===== src/rtl/os_exec_ctrl_if.sv =====
// Handshake and instruction-field bundle between the tile sequencer and its
// surroundings: start/abort/done toward the top level, fetch and array
// strobes toward the core, ready/valid flow control back from L0/IFIFO/OFIFO.
interface os_exec_ctrl_if #(
  parameter int XA_W = 8
);
  logic            start;
  logic            abort;
  logic            l0_ready;
  logic            ififo_ready;
  logic            ofifo_valid;
  logic            CEN0_xmem;
  logic            WEN0_xmem;
  logic [XA_W-1:0] A0_xmem;
  logic            CEN1_xmem;
  logic [XA_W-1:0] A1_xmem;
  logic            mode;
  logic            execute;
  logic            load;
  logic            ofifo_rd;
  logic            busy;
  logic            done;

  // Sequencer side.
  modport slave (
    input  start, abort, l0_ready, ififo_ready, ofifo_valid,
    output CEN0_xmem, WEN0_xmem, A0_xmem, CEN1_xmem, A1_xmem,
           mode, execute, load, ofifo_rd, busy, done
  );

  // Side that starts tiles and models the core's flow control.
  modport master (
    output start, abort, l0_ready, ififo_ready, ofifo_valid,
    input  CEN0_xmem, WEN0_xmem, A0_xmem, CEN1_xmem, A1_xmem,
           mode, execute, load, ofifo_rd, busy, done
  );
endinterface


===== src/rtl/os_exec_ctrl.sv =====
// Output-stationary tile sequencer: issues LEN_NIJ activation/weight fetch
// pairs under L0/IFIFO back-pressure, shifts the array out for DRAIN_CYC
// cycles, pops COL OFIFO words, then pulses done. All outputs are registered
// except ofifo_rd, which must follow ofifo_valid within the same cycle.
module os_exec_ctrl #(
  parameter int              LEN_NIJ   = 72,
  parameter int              DRAIN_CYC = 16,
  parameter int              COL       = 8,
  parameter int              XA_W      = 8,
  parameter logic [XA_W-1:0] ACT_BASE  = '0,
  parameter logic [XA_W-1:0] W_BASE    = XA_W'(8'h80)
) (
  input  logic         clk,
  input  logic         reset,
  os_exec_ctrl_if.slave bus
);

  localparam int K_W = $clog2(LEN_NIJ + 1);
  localparam int D_W = (DRAIN_CYC > 1) ? $clog2(DRAIN_CYC) : 1;
  localparam int R_W = (COL > 1) ? $clog2(COL) : 1;
  localparam logic [K_W-1:0] K_END  = K_W'(LEN_NIJ);
  localparam logic [D_W-1:0] D_LAST = D_W'(DRAIN_CYC - 1);
  localparam logic [R_W-1:0] R_LAST = R_W'(COL - 1);

  // Activation rows must not run into the weight region of xmem.
  if (LEN_NIJ > (int'(W_BASE) - int'(ACT_BASE))) begin : g_len_check
    $error("os_exec_ctrl: LEN_NIJ overlaps the weight region at W_BASE");
  end

  typedef enum logic [2:0] {
    S_IDLE,
    S_FEED,
    S_DRAIN,
    S_READ,
    S_DONE
  } state_e;

  state_e          state_q, state_d;
  logic [K_W-1:0]  k_q, k_d;        // fetch pairs issued so far
  logic [D_W-1:0]  d_q, d_d;        // drain cycles elapsed
  logic [R_W-1:0]  r_q, r_d;        // OFIFO words popped
  logic [XA_W-1:0] a0_q, a0_d;
  logic [XA_W-1:0] a1_q, a1_d;
  logic            cen_q, cen_d;    // shared by both xmem ports
  logic            exec_q, exec_d;
  logic            load_q, load_d;
  logic            active_q, active_d; // drives both busy and mode
  logic            done_q, done_d;
  logic            pop;

  assign pop = (state_q == S_READ) && bus.ofifo_valid;

  // Next-state and next-output logic; outputs are derived from the next state
  // so that each registered output lines up with the state it describes.
  always_comb begin
    // NOTE: every _d signal gets a default first, so no branch can leave one unassigned and infer a latch.
    state_d = state_q;
    k_d     = k_q;
    d_d     = d_q;
    r_d     = r_q;
    a0_d    = a0_q;
    a1_d    = a1_q;
    cen_d   = 1'b1;
    exec_d  = 1'b0;

    case (state_q)
      S_IDLE: begin
        if (bus.start) begin
          state_d = S_FEED;
          k_d     = '0;
        end
      end
      S_FEED: begin
        // The last issue is visible on the outputs for one FEED cycle before
        // the drain begins, so execute and load never overlap.
        if (k_q == K_END) begin
          state_d = S_DRAIN;
          d_d     = '0;
        end else if (bus.l0_ready && bus.ififo_ready) begin
          cen_d  = 1'b0;
          exec_d = 1'b1;
          a0_d   = ACT_BASE + XA_W'(k_q);
          a1_d   = W_BASE + XA_W'(k_q);
          k_d    = k_q + K_W'(1);
        end
      end
      S_DRAIN: begin
        if (d_q == D_LAST) begin
          state_d = S_READ;
          r_d     = '0;
        end else begin
          d_d = d_q + D_W'(1);
        end
      end
      S_READ: begin
        if (pop) begin
          r_d = r_q + R_W'(1);
          if (r_q == R_LAST) state_d = S_DONE;
        end
      end
      S_DONE: begin
        state_d = S_IDLE;
      end
      default: begin
        state_d = S_IDLE;
      end
    endcase

    // Abort wins over every transition and clears the block like a reset.
    if (bus.abort) begin
      state_d = S_IDLE;
      k_d     = '0;
      d_d     = '0;
      r_d     = '0;
      a0_d    = '0;
      a1_d    = '0;
      cen_d   = 1'b1;
      exec_d  = 1'b0;
    end

    active_d = (state_d != S_IDLE);
    load_d   = (state_d == S_DRAIN);
    done_d   = (state_d == S_DONE);
  end

  // State and output registers with synchronous active-low reset.
  always_ff @(posedge clk) begin
    // NOTE: non-blocking assignments make every flop sample pre-edge values, independent of statement order.
    if (!reset) begin
      state_q  <= S_IDLE;
      k_q      <= '0;
      d_q      <= '0;
      r_q      <= '0;
      a0_q     <= '0;
      a1_q     <= '0;
      cen_q    <= 1'b1;
      exec_q   <= 1'b0;
      load_q   <= 1'b0;
      active_q <= 1'b0;
      done_q   <= 1'b0;
    end else begin
      state_q  <= state_d;
      k_q      <= k_d;
      d_q      <= d_d;
      r_q      <= r_d;
      a0_q     <= a0_d;
      a1_q     <= a1_d;
      cen_q    <= cen_d;
      exec_q   <= exec_d;
      load_q   <= load_d;
      active_q <= active_d;
      done_q   <= done_d;
    end
  end

  assign bus.CEN0_xmem = cen_q;
  assign bus.CEN1_xmem = cen_q;
  assign bus.WEN0_xmem = 1'b1;     // this block only ever reads xmem
  assign bus.A0_xmem   = a0_q;
  assign bus.A1_xmem   = a1_q;
  assign bus.mode      = active_q;
  assign bus.busy      = active_q;
  assign bus.execute   = exec_q;
  assign bus.load      = load_q;
  assign bus.done      = done_q;
  assign bus.ofifo_rd  = pop;

endmodule


===== src/flat_wrapper.sv =====
// flat-port wrapper written by rule: the top's interface ports become plain ports
module os_exec_ctrl_flat 
#(
  parameter int              LEN_NIJ   = 72,
  parameter int              DRAIN_CYC = 16,
  parameter int              COL       = 8,
  parameter int              XA_W      = 8,
  parameter logic [XA_W-1:0] ACT_BASE  = '0,
  parameter logic [XA_W-1:0] W_BASE    = XA_W'(8'h80)
)
  (clk, reset, bus_start, bus_abort, bus_l0_ready, bus_ififo_ready, bus_ofifo_valid, bus_CEN0_xmem, bus_WEN0_xmem, bus_A0_xmem, bus_CEN1_xmem, bus_A1_xmem, bus_mode, bus_execute, bus_load, bus_ofifo_rd, bus_busy, bus_done);
  os_exec_ctrl_if #(.XA_W(XA_W)) bus_i ();
  input  logic clk;
  input  logic reset;
  input wire logic [$bits(bus_i.start)-1:0] bus_start;
  input wire logic [$bits(bus_i.abort)-1:0] bus_abort;
  input wire logic [$bits(bus_i.l0_ready)-1:0] bus_l0_ready;
  input wire logic [$bits(bus_i.ififo_ready)-1:0] bus_ififo_ready;
  input wire logic [$bits(bus_i.ofifo_valid)-1:0] bus_ofifo_valid;
  output wire logic [$bits(bus_i.CEN0_xmem)-1:0] bus_CEN0_xmem;
  output wire logic [$bits(bus_i.WEN0_xmem)-1:0] bus_WEN0_xmem;
  output wire logic [$bits(bus_i.A0_xmem)-1:0] bus_A0_xmem;
  output wire logic [$bits(bus_i.CEN1_xmem)-1:0] bus_CEN1_xmem;
  output wire logic [$bits(bus_i.A1_xmem)-1:0] bus_A1_xmem;
  output wire logic [$bits(bus_i.mode)-1:0] bus_mode;
  output wire logic [$bits(bus_i.execute)-1:0] bus_execute;
  output wire logic [$bits(bus_i.load)-1:0] bus_load;
  output wire logic [$bits(bus_i.ofifo_rd)-1:0] bus_ofifo_rd;
  output wire logic [$bits(bus_i.busy)-1:0] bus_busy;
  output wire logic [$bits(bus_i.done)-1:0] bus_done;
  assign bus_i.start = bus_start;
  assign bus_i.abort = bus_abort;
  assign bus_i.l0_ready = bus_l0_ready;
  assign bus_i.ififo_ready = bus_ififo_ready;
  assign bus_i.ofifo_valid = bus_ofifo_valid;
  assign bus_CEN0_xmem = bus_i.CEN0_xmem;
  assign bus_WEN0_xmem = bus_i.WEN0_xmem;
  assign bus_A0_xmem = bus_i.A0_xmem;
  assign bus_CEN1_xmem = bus_i.CEN1_xmem;
  assign bus_A1_xmem = bus_i.A1_xmem;
  assign bus_mode = bus_i.mode;
  assign bus_execute = bus_i.execute;
  assign bus_load = bus_i.load;
  assign bus_ofifo_rd = bus_i.ofifo_rd;
  assign bus_busy = bus_i.busy;
  assign bus_done = bus_i.done;
  os_exec_ctrl #(.LEN_NIJ(LEN_NIJ), .DRAIN_CYC(DRAIN_CYC), .COL(COL), .XA_W(XA_W), .ACT_BASE(ACT_BASE), .W_BASE(W_BASE)) u_core (.clk(clk), .reset(reset), .bus(bus_i));
endmodule

===== config.mk =====
export PLATFORM = sky130hd
export DESIGN_NAME = os_exec_ctrl_flat
export DESIGN_NICKNAME = d
export VERILOG_FILES = /design/src/rtl/os_exec_ctrl_if.sv /design/src/rtl/os_exec_ctrl.sv /design/src/flat_wrapper.sv
export SDC_FILE = /design/constraint.sdc
export NUM_CORES = 1
export LEC_CHECK = 0
export CAP_MARGIN = 10
export CORE_MARGIN = 2
export CORE_UTILIZATION = 35
export DETAILED_ROUTE_END_ITERATION = 6
export GPL_TIMING_DRIVEN = 0
export HOLD_SLACK_MARGIN = 0.12
export PLACE_DENSITY = 0.64
export SLEW_MARGIN = 0
export SYNTH_ARGS = -nofsm -noshare
export SYNTH_HDL_FRONTEND = slang
export SYNTH_SLANG_ARGS = --single-unit

===== constraint.sdc =====
create_clock -name clk -period 3.1 [get_ports clk]
set_input_delay 0.93 -clock clk [delete_from_list [all_inputs] [get_ports clk]]
set_output_delay 0.93 -clock clk [all_outputs]
set_load 0.05 [all_outputs]

# Yosys cells after proc, flatten, opt, wreduce, memory -nomap -nowiden
# Index checks and enable logic that the tools add are counted.
# totals
elab_cells	65
out_inout_bits	25
register_bits	37
# classes
addsub	4
n_mux	19
n_eq_ne	15
bitwise_logic	3
reduce_logical	13
# op_table
operator	n
$mux 3	8
$mux 7	3
$pmux 7 s2	1
$pmux 3 s4	1
$eq 3x2->1 const B	3
$reduce_and 3->1	3
$add 8x7->8 const A	1
$mux 4	2
$ne 2x2->1 const B	4
$pmux 4 s2	1
$add 7x1->7 const B	1
$eq 7x7->1 const B	1
$eq 3x3->1 const B	2
$ne 2x1->1 const B	3
$pmux 3 s2	1
$reduce_bool 2->1	3
$add 4x1->4 const B	1
$eq 4x4->1 const B	1
$reduce_and 4->1	1
$reduce_or 4->1	1
$add 3x1->3 const B	1
$eq 3x1->1 const B	1
$logic_not 3->1	1
$not 1->1	3
other kinds (4)	6

# Logic depth before layout (Yosys ltp)
# Gate-level depths: netlist of the first run.
# logic_depth
word_depth	6
mapped_depth	7
mapped_depth_nobuf	6

# Worst setup path before layout of the first run
# OpenSTA, ideal clock, no wires.
# synth_path
kind	input-to-output
start	in bus_ofifo_valid
end	out bus_ofifo_rd
required_ns	2.170
t_arrival_ns	1.469
cell_stages	1
path_slack_ns	0.701
cell_sequence	and4b_1
# synth_via
elab_chain_cells	1
# synth_lines
item	line_no	source
start, declared	flat_wrapper.sv:19	input wire logic [$bits(bus_i.ofifo_valid)-1:0] bus_ofifo_valid;
$logic_and 1x1->1	os_exec_ctrl.sv:51	assign pop = (state_q == S_READ) && bus.ofifo_valid;
end, declared	flat_wrapper.sv:28	output wire logic [$bits(bus_i.ofifo_rd)-1:0] bus_ofifo_rd;
# No other way between the ends.

# Worst setup path after layout of the first run
# Same ends and word-level chain as after synthesis.

==> metrics, run 1 <==
Worst R2R Path Depth=7; biggest cell delay along the critical path=0.50 ns; antenna cells=0; Psw=185 uW; Row Count=23; GP Congestion=0.799; Async SR Flop Fraction=0; Core Box Area=4030 sq um; worst r2r dst=u_core.k_q[6]; chip height=68.9 microns; max cap viols=0; fin util=0.476; RR Startpoint=u_core.k_q[0]; fmax=339 MHz; number of max-slew violations in the final report=0; Max IR drop VDD=281 uV; status=finished, final reports clean; gr ovfl total=0; Crit Path Category=in -> out; Post-synth EDFFs=0; RSZ-0062 raised after global routing=no; Tmin final=2.95 ns; PnR worst setup slack=0.149 ns; hold path endpoint=u_core.r_q[1]; die area=4750 sq um; synth top area cells=dfxtp_1 (41%), nand2_1 (6.9%), buf_4 (5.6%), a21oi_1 (5.4%), ha_1 (4.2%); gr usage total=0.149; Reg power frac=0.505; Pleak=0.713 nW; HP Class=reg -> reg; Syn Nets=181; DRT antenna net count=0; Area growth syn-to-layout=30.0%; Worst Min Path Start=u_core.r_q[1]; first drt pass iteration count=4; post-synthesis cell count=169; post-synth cell types=39; worst skew pair latency=0.29 ns; Cells after DPL=248; WHS=0.460 ns; Clk pwr share=0.429; share of layout cells above drive strength 1=0.131; fin area=1920 sq um; top-area cell type share of the netlist area=0.407; worst-margin pin slew=0.577 ns; clock transition at the registers of the reported paths=0.06 ns; Hold Crit Depth=2; Num CTS Buffers=5; Post-Route Skew=0.00910 ns; WL/cell=12.0 microns; commonest non-fill, non-tap cell in the layout=dfxtp_1; Crit-path slowest cell=clkdlybuf4s50_1; Cell Chain, Critical Path=clkdlybuf4s50_1 -> and4b_1 -> buf_2; hold_buf cts=0; DRC viols=0; CTS H-Tree Depth=2; CTS sink cnt=30; Worst Path Max Fanout=5; Starting Density=0.366; via count=1291; Layout Cells excl Fill=256; Root Buffer=clkbuf_8; setup violators final=0; CP endpoint kind=primary output; Crit path required time=2.17 ns; synthesized cell area=1480 sq um; global-route wire length before repair=5.13 mm; CP Launch Type=input port; Post-Syn Area per Cell=8.73 sq um; setup slack, reg-to-reg=1.37 ns; Clock Path Buffers=2; largest area contributor in the netlist=dfxtp_1; register area=601 sq um; P_int=585 uW; multi-input logic area=743 sq um; setup TNS=0 ns; # IOs=32; Final Hold Vio Count=0; Sw Ratio=0.240; Seq/Total Area, Yosys=0.407; flops & latches, synth=30; most frequent cells in the layout=dfxtp_1 (30), clkdlybuf4s50_1 (28), nand2_1 (27); pwr dens=401 nW/um^2; placed inst area=1830 sq um; Synth warnings=0; initial antenna violation count=0; Arr. time, crit path=2.02 ns; Max-Slew Margin vs Limit=0.615; Comb power frac=0.066; Fillers=402; Tcrit/Tclk final=0.952; IO buf count=29; Main synth FF type=dfxtp_1; power consumption=769 uW; fin nets=217; Post-DP HPWL=2.26 mm; Iter 0 DRT Violations=45; Die Wd=68.9 microns; Detailed Route WL=3.07 mm; CTS tree=done; largest net degree at the start of global routing=11; pre-CTS setup slack=-0.376 ns; number of global-route vias before repair=1172; drt via density=5.04
-- layer usage --
layer,GRT usage,wire [microns],vias to the layer above
met5,0,0,-
met4,0.0809,74,0
met3,0.0438,127,7
met2,0.255,1450,27
met1,0.166,1420,587
li1,-,-,670
-- critical path, delay by kind of cell --
family,cells,cell delay (ns)
and+or+nand+nor,1,0.29
buffers and inverters,2,0.80
-- synth_stat cells (2+ instances only) --
master,number
dfxtp_1,30
nand2_1,27
a21oi_1,16
buf_4,11
nand3_1,9
inv_1,6
ha_1,5
nor2_1,5
nor3_1,4
o2111ai_1,4
a2111o_1,3
and2_1,3
and3_1,3
buf_2,3
clkbuf_1,3
nand2b_1,3
nand4_1,3
o21ai_0,3
a21o_1,2
conb_1,2
nand3b_1,2
nor2b_1,2
o2111a_1,2
o211ai_1,2
or3_1,2
-- flip-flops by register name, indices dropped and copies added (netlist names), 3 cells and up --
signal and flops:
u_core.bus.A1_xmem 8, u_core.d_q 4, u_core.k_q 7, u_core.r_q 3
u_core.state_q 3
-- logic make-up (layout without fill, tap and decap cells) --
| logic type | count (synthesis) | count (layout) | synth area share |
|---|---|---|---|
| simple gates | 71 | 71 | 0.260 |
| compound gates | 37 | 37 | 0.189 |
| flops | 30 | 30 | 0.407 |
| buf+inv | 23 | 60 | 0.0891 |
| fa+ha+maj | 5 | 5 | 0.0424 |
| other cells | 2 | 2 | 0.00509 |
| mux | 1 | 1 | 0.00679 |
-- what timing repair did --
item	in CTS	in global routing
resized for setup	3	2
pin swaps	0	0
buffers inserted	0	0
setup endpoints to repair	1	1
-- power by group through the flow --
stage | Sequential (mW) | Clock, mW | Combinational, mW
2_1_floorplan | 0.400 | 0 | 0.0292
3_3_place_gp | 0.397 | 0 | 0.0510
3_5_place_dp | 0.397 | 0 | 0.0509
4_1_cts | 0.389 | 0.339 | 0.0511
5_1_grt | 0.389 | 0.357 | 0.0549
6_report | 0.389 | 0.330 | 0.0509
-- how the worst max path moves through the flow --
stage,startpoint,end,slack [ns],cells after the start
floorplan,bus_ofifo_valid,bus_ofifo_rd,0.70,1
global placement,bus_ofifo_valid,bus_ofifo_rd,-0.39,3
detailed placement,bus_ofifo_valid,bus_ofifo_rd,-0.38,3
CTS,bus_ofifo_valid,bus_ofifo_rd,0.05,3
global route,bus_ofifo_valid,bus_ofifo_rd,0.1,3
finish,bus_ofifo_valid,bus_ofifo_rd,0.15,3
-- area by class of cell --
class,instances,share of cell area
plain buffers,17,0.0568
clock buffers,6,0.0431
clock inverters,2,0.00652
inverters,6,0.0117
multi-input cells,116,0.387
flip-flops and latches,30,0.313
well taps,50,0.0326
repair buffers,29,0.149
Note: power is estimated with default switching activity, not from simulation.
==> run 2, diff against run 1 <==
--- a/config.mk
+++ b/config.mk
@@ -8,6 +8,7 @@
 export CAP_MARGIN = 10
 export CORE_MARGIN = 2
 export CORE_UTILIZATION = 35
+export CTS_CLUSTER_SIZE = 20
 export DETAILED_ROUTE_END_ITERATION = 6
 export GPL_TIMING_DRIVEN = 0
 export HOLD_SLACK_MARGIN = 0.12
==> results of run 2 <==
Final layout, timing and power as in run 1 (identical DEF).
==> run 3, diff against run 2 <==
--- a/config.mk
+++ b/config.mk
@@ -6,7 +6,6 @@
 export NUM_CORES = 1
 export LEC_CHECK = 0
 export CAP_MARGIN = 10
-export CORE_MARGIN = 2
 export CORE_UTILIZATION = 35
 export CTS_CLUSTER_SIZE = 20
 export DETAILED_ROUTE_END_ITERATION = 6
==> metrics, run 3 (same netlist as run 1, synthesis figures left out) <==
WL/cell=11.8 microns (was 12.0 microns); clock transition at the registers of the reported paths=0.06 ns (about the same); global-route wire length before repair=5.09 mm (was 5.13 mm); Num CTS Buffers=5 (unchanged); setup TNS=0 ns (unchanged); CP Launch Type=input port (unchanged); most frequent cells in the layout=dfxtp_1 (30), clkdlybuf4s50_1 (28), nand2_1 (27) (unchanged); Area growth syn-to-layout=29.8% (was 30.0%); IO buf count=29 (unchanged); CP endpoint kind=primary output (unchanged); Crit Path Category=in -> out (unchanged); die area=4480 sq um (was 4750 sq um); status=finished, final reports clean (unchanged); CTS H-Tree Depth=2 (unchanged); worst skew pair latency=0.28 ns (was 0.29 ns); HP Class=reg -> reg (unchanged); CTS sink cnt=30 (unchanged); placed inst area=1830 sq um (unchanged); Comb power frac=0.067 (was 0.066); drt via density=5.00 (was 5.04); commonest non-fill, non-tap cell in the layout=dfxtp_1 (unchanged); worst-margin pin slew=0.551 ns (was 0.577 ns); P_int=586 uW (was 585 uW); Clk pwr share=0.422 (was 0.429); gr ovfl total=0 (unchanged); M2 GR Usage=0.259 (was 0.255); Core Box Area=4030 sq um (unchanged); gr usage total=0.155 (was 0.149); max cap viols=0 (unchanged); global routing usage on met3=0.0462 (was 0.0438); setup violators final=0 (unchanged); Crit-path slowest cell=clkdlybuf4s50_1 (unchanged); Clock Path Buffers=2 (unchanged); max FFs per register=8 (unchanged); Max IR drop VDD=198 uV (was 281 uV); RSZ-0062 raised after global routing=no (unchanged); Tmin final=2.95 ns (about the same); Row Count=23 (unchanged); biggest cell delay along the critical path=0.50 ns (about the same); Cell Chain, Critical Path=clkdlybuf4s50_1 -> and4b_1 -> buf_2 (unchanged); Post-Route Skew=0.00901 ns (was 0.00910 ns); hold path endpoint=u_core.r_q[1] (unchanged); Worst Path Max Fanout=5 (unchanged); Die Wd=66.9 microns (was 68.9 microns); DRT antenna net count=0 (unchanged); GP Congestion=0.763 (was 0.799); Starting Density=0.366 (unchanged); DRC viols=0 (unchanged); first drt pass iteration count=6 (was 4); power consumption=761 uW (was 769 uW); # IOs=32 (unchanged); Pleak=0.714 nW (was 0.713 nW); RR Startpoint=u_core.k_q[0] (unchanged); largest net degree at the start of global routing=11 (unchanged); chip height=66.9 microns (was 68.9 microns); Hold Crit Depth=2 (unchanged); via count=1279 (was 1291); fmax=339 MHz (about the same); Iter 0 DRT Violations=42 (was 45); Max-Slew Margin vs Limit=0.633 (was 0.615); layer with the highest usage=met2 (unchanged); fin area=1910 sq um (was 1920 sq um); pwr dens=397 nW/um^2 (was 401 nW/um^2); Detailed Route WL=3.02 mm (was 3.07 mm); Final Hold Vio Count=0 (unchanged); Root Buffer=clkbuf_8 (unchanged); Worst R2R Path Depth=7 (unchanged); Arr. time, crit path=2.02 ns (about the same); share of layout cells above drive strength 1=0.126 (was 0.131); Bufs and invs on worst path=2 (unchanged); Reg power frac=0.511 (was 0.505); number of max-slew violations in the final report=0 (unchanged); Psw=175 uW (was 185 uW); Crit path max-delay family=buffers and inverters (unchanged); fin nets=217 (unchanged); antenna cells=0 (unchanged); Sw Ratio=0.230 (was 0.240); Worst Min Path Start=u_core.r_q[1] (unchanged); setup slack, reg-to-reg=1.37 ns (about the same); number of global-route vias before repair=1124 (was 1172); Crit path required time=2.17 ns (about the same); Tcrit/Tclk final=0.950 (was 0.952); Post-DP HPWL=2.19 mm (was 2.26 mm); met1 GRT Util=0.178 (was 0.166); worst r2r dst=u_core.k_q[6] (unchanged); initial antenna violation count=0 (unchanged); CTS tree=done (unchanged)
-- run 3: cell types whose count changed in the layout (fill, tap and decap cells not counted), sizes merged --
| cell | change |
|---|---|
| clkbuf | +1 |
| clkinvlp | -1 |
-- run 3: area by class of cell --
class	instances	area [sq um]
Tap cell	50	62.6
Inverter	6	22.5
Clock buffer	7	86.3
Buffer	17	109
Multi-Input combinational cell	116	743
Fill cell	427	2110
Clock inverter	1	5.00
Timing Repair Buffer	29	285
Sequential cell	30	601
-- run 3: worst register-to-register path: cells and delay by family, from the launching register on --
family	cells	cell delay [ns]
AO/OA/AOI/OAI	2	0.42
adder cells (fa/ha/maj)	1	0.21
buffers and inverters	2	0.33
flip-flops	1	0.42
AND/OR/NAND/NOR	2	0.23
-- run 3: power by group through the flow --
stage / combinational (mW) / sequential (mW) / clock, mW
global route: 0.0557 / 0.389 / 0.353
detailed placement: 0.0510 / 0.397 / 0
CTS: 0.0511 / 0.389 / 0.333
global placement: 0.0510 / 0.397 / 0
floorplan: 0.0292 / 0.400 / 0
finish: 0.0511 / 0.389 / 0.321
-- run 3: layer usage --
| layer | wire [microns] | share of wire |
|---|---|---|
| met1 | 1430 | 0.47 |
| met2 | 1420 | 0.47 |
| met3 | 112 | 0.037 |
| met4 | 55 | 0.018 |
| met5 | 0 | 0 |
-- run 3: repair_timing --
action,CTS,global route
endpoints found under the setup margin,1,1
hold buffers,0,0
resized for setup,3,2
buffers inserted,0,0
-- run 3: stage by stage --
step | cells | hold WS, ns | worst slack (ns) | utilization
floorplan | 169 | 0.436 | 0.701 | -
global placement | 248 | 0.446 | -0.399 | 0.454
detailed placement | 248 | 0.454 | -0.379 | 0.454
CTS | 256 | 0.462 | 0.0472 | 0.477
global route | 256 | 0.487 | 0.0997 | 0.475
finish | 256 | 0.462 | 0.154 | 0.475
-- run 3: worst max-delay path by stage --
| stage | start | end | depth (start not counted) |
|---|---|---|---|
| 5_1_grt | bus_ofifo_valid | bus_ofifo_rd | 3 |
| 2_1_floorplan | bus_ofifo_valid | bus_ofifo_rd | 1 |
| 6_report | bus_ofifo_valid | bus_ofifo_rd | 3 |
| 3_5_place_dp | bus_ofifo_valid | bus_ofifo_rd | 3 |
| 4_1_cts | bus_ofifo_valid | bus_ofifo_rd | 3 |
| 3_3_place_gp | bus_ofifo_valid | bus_ofifo_rd | 3 |
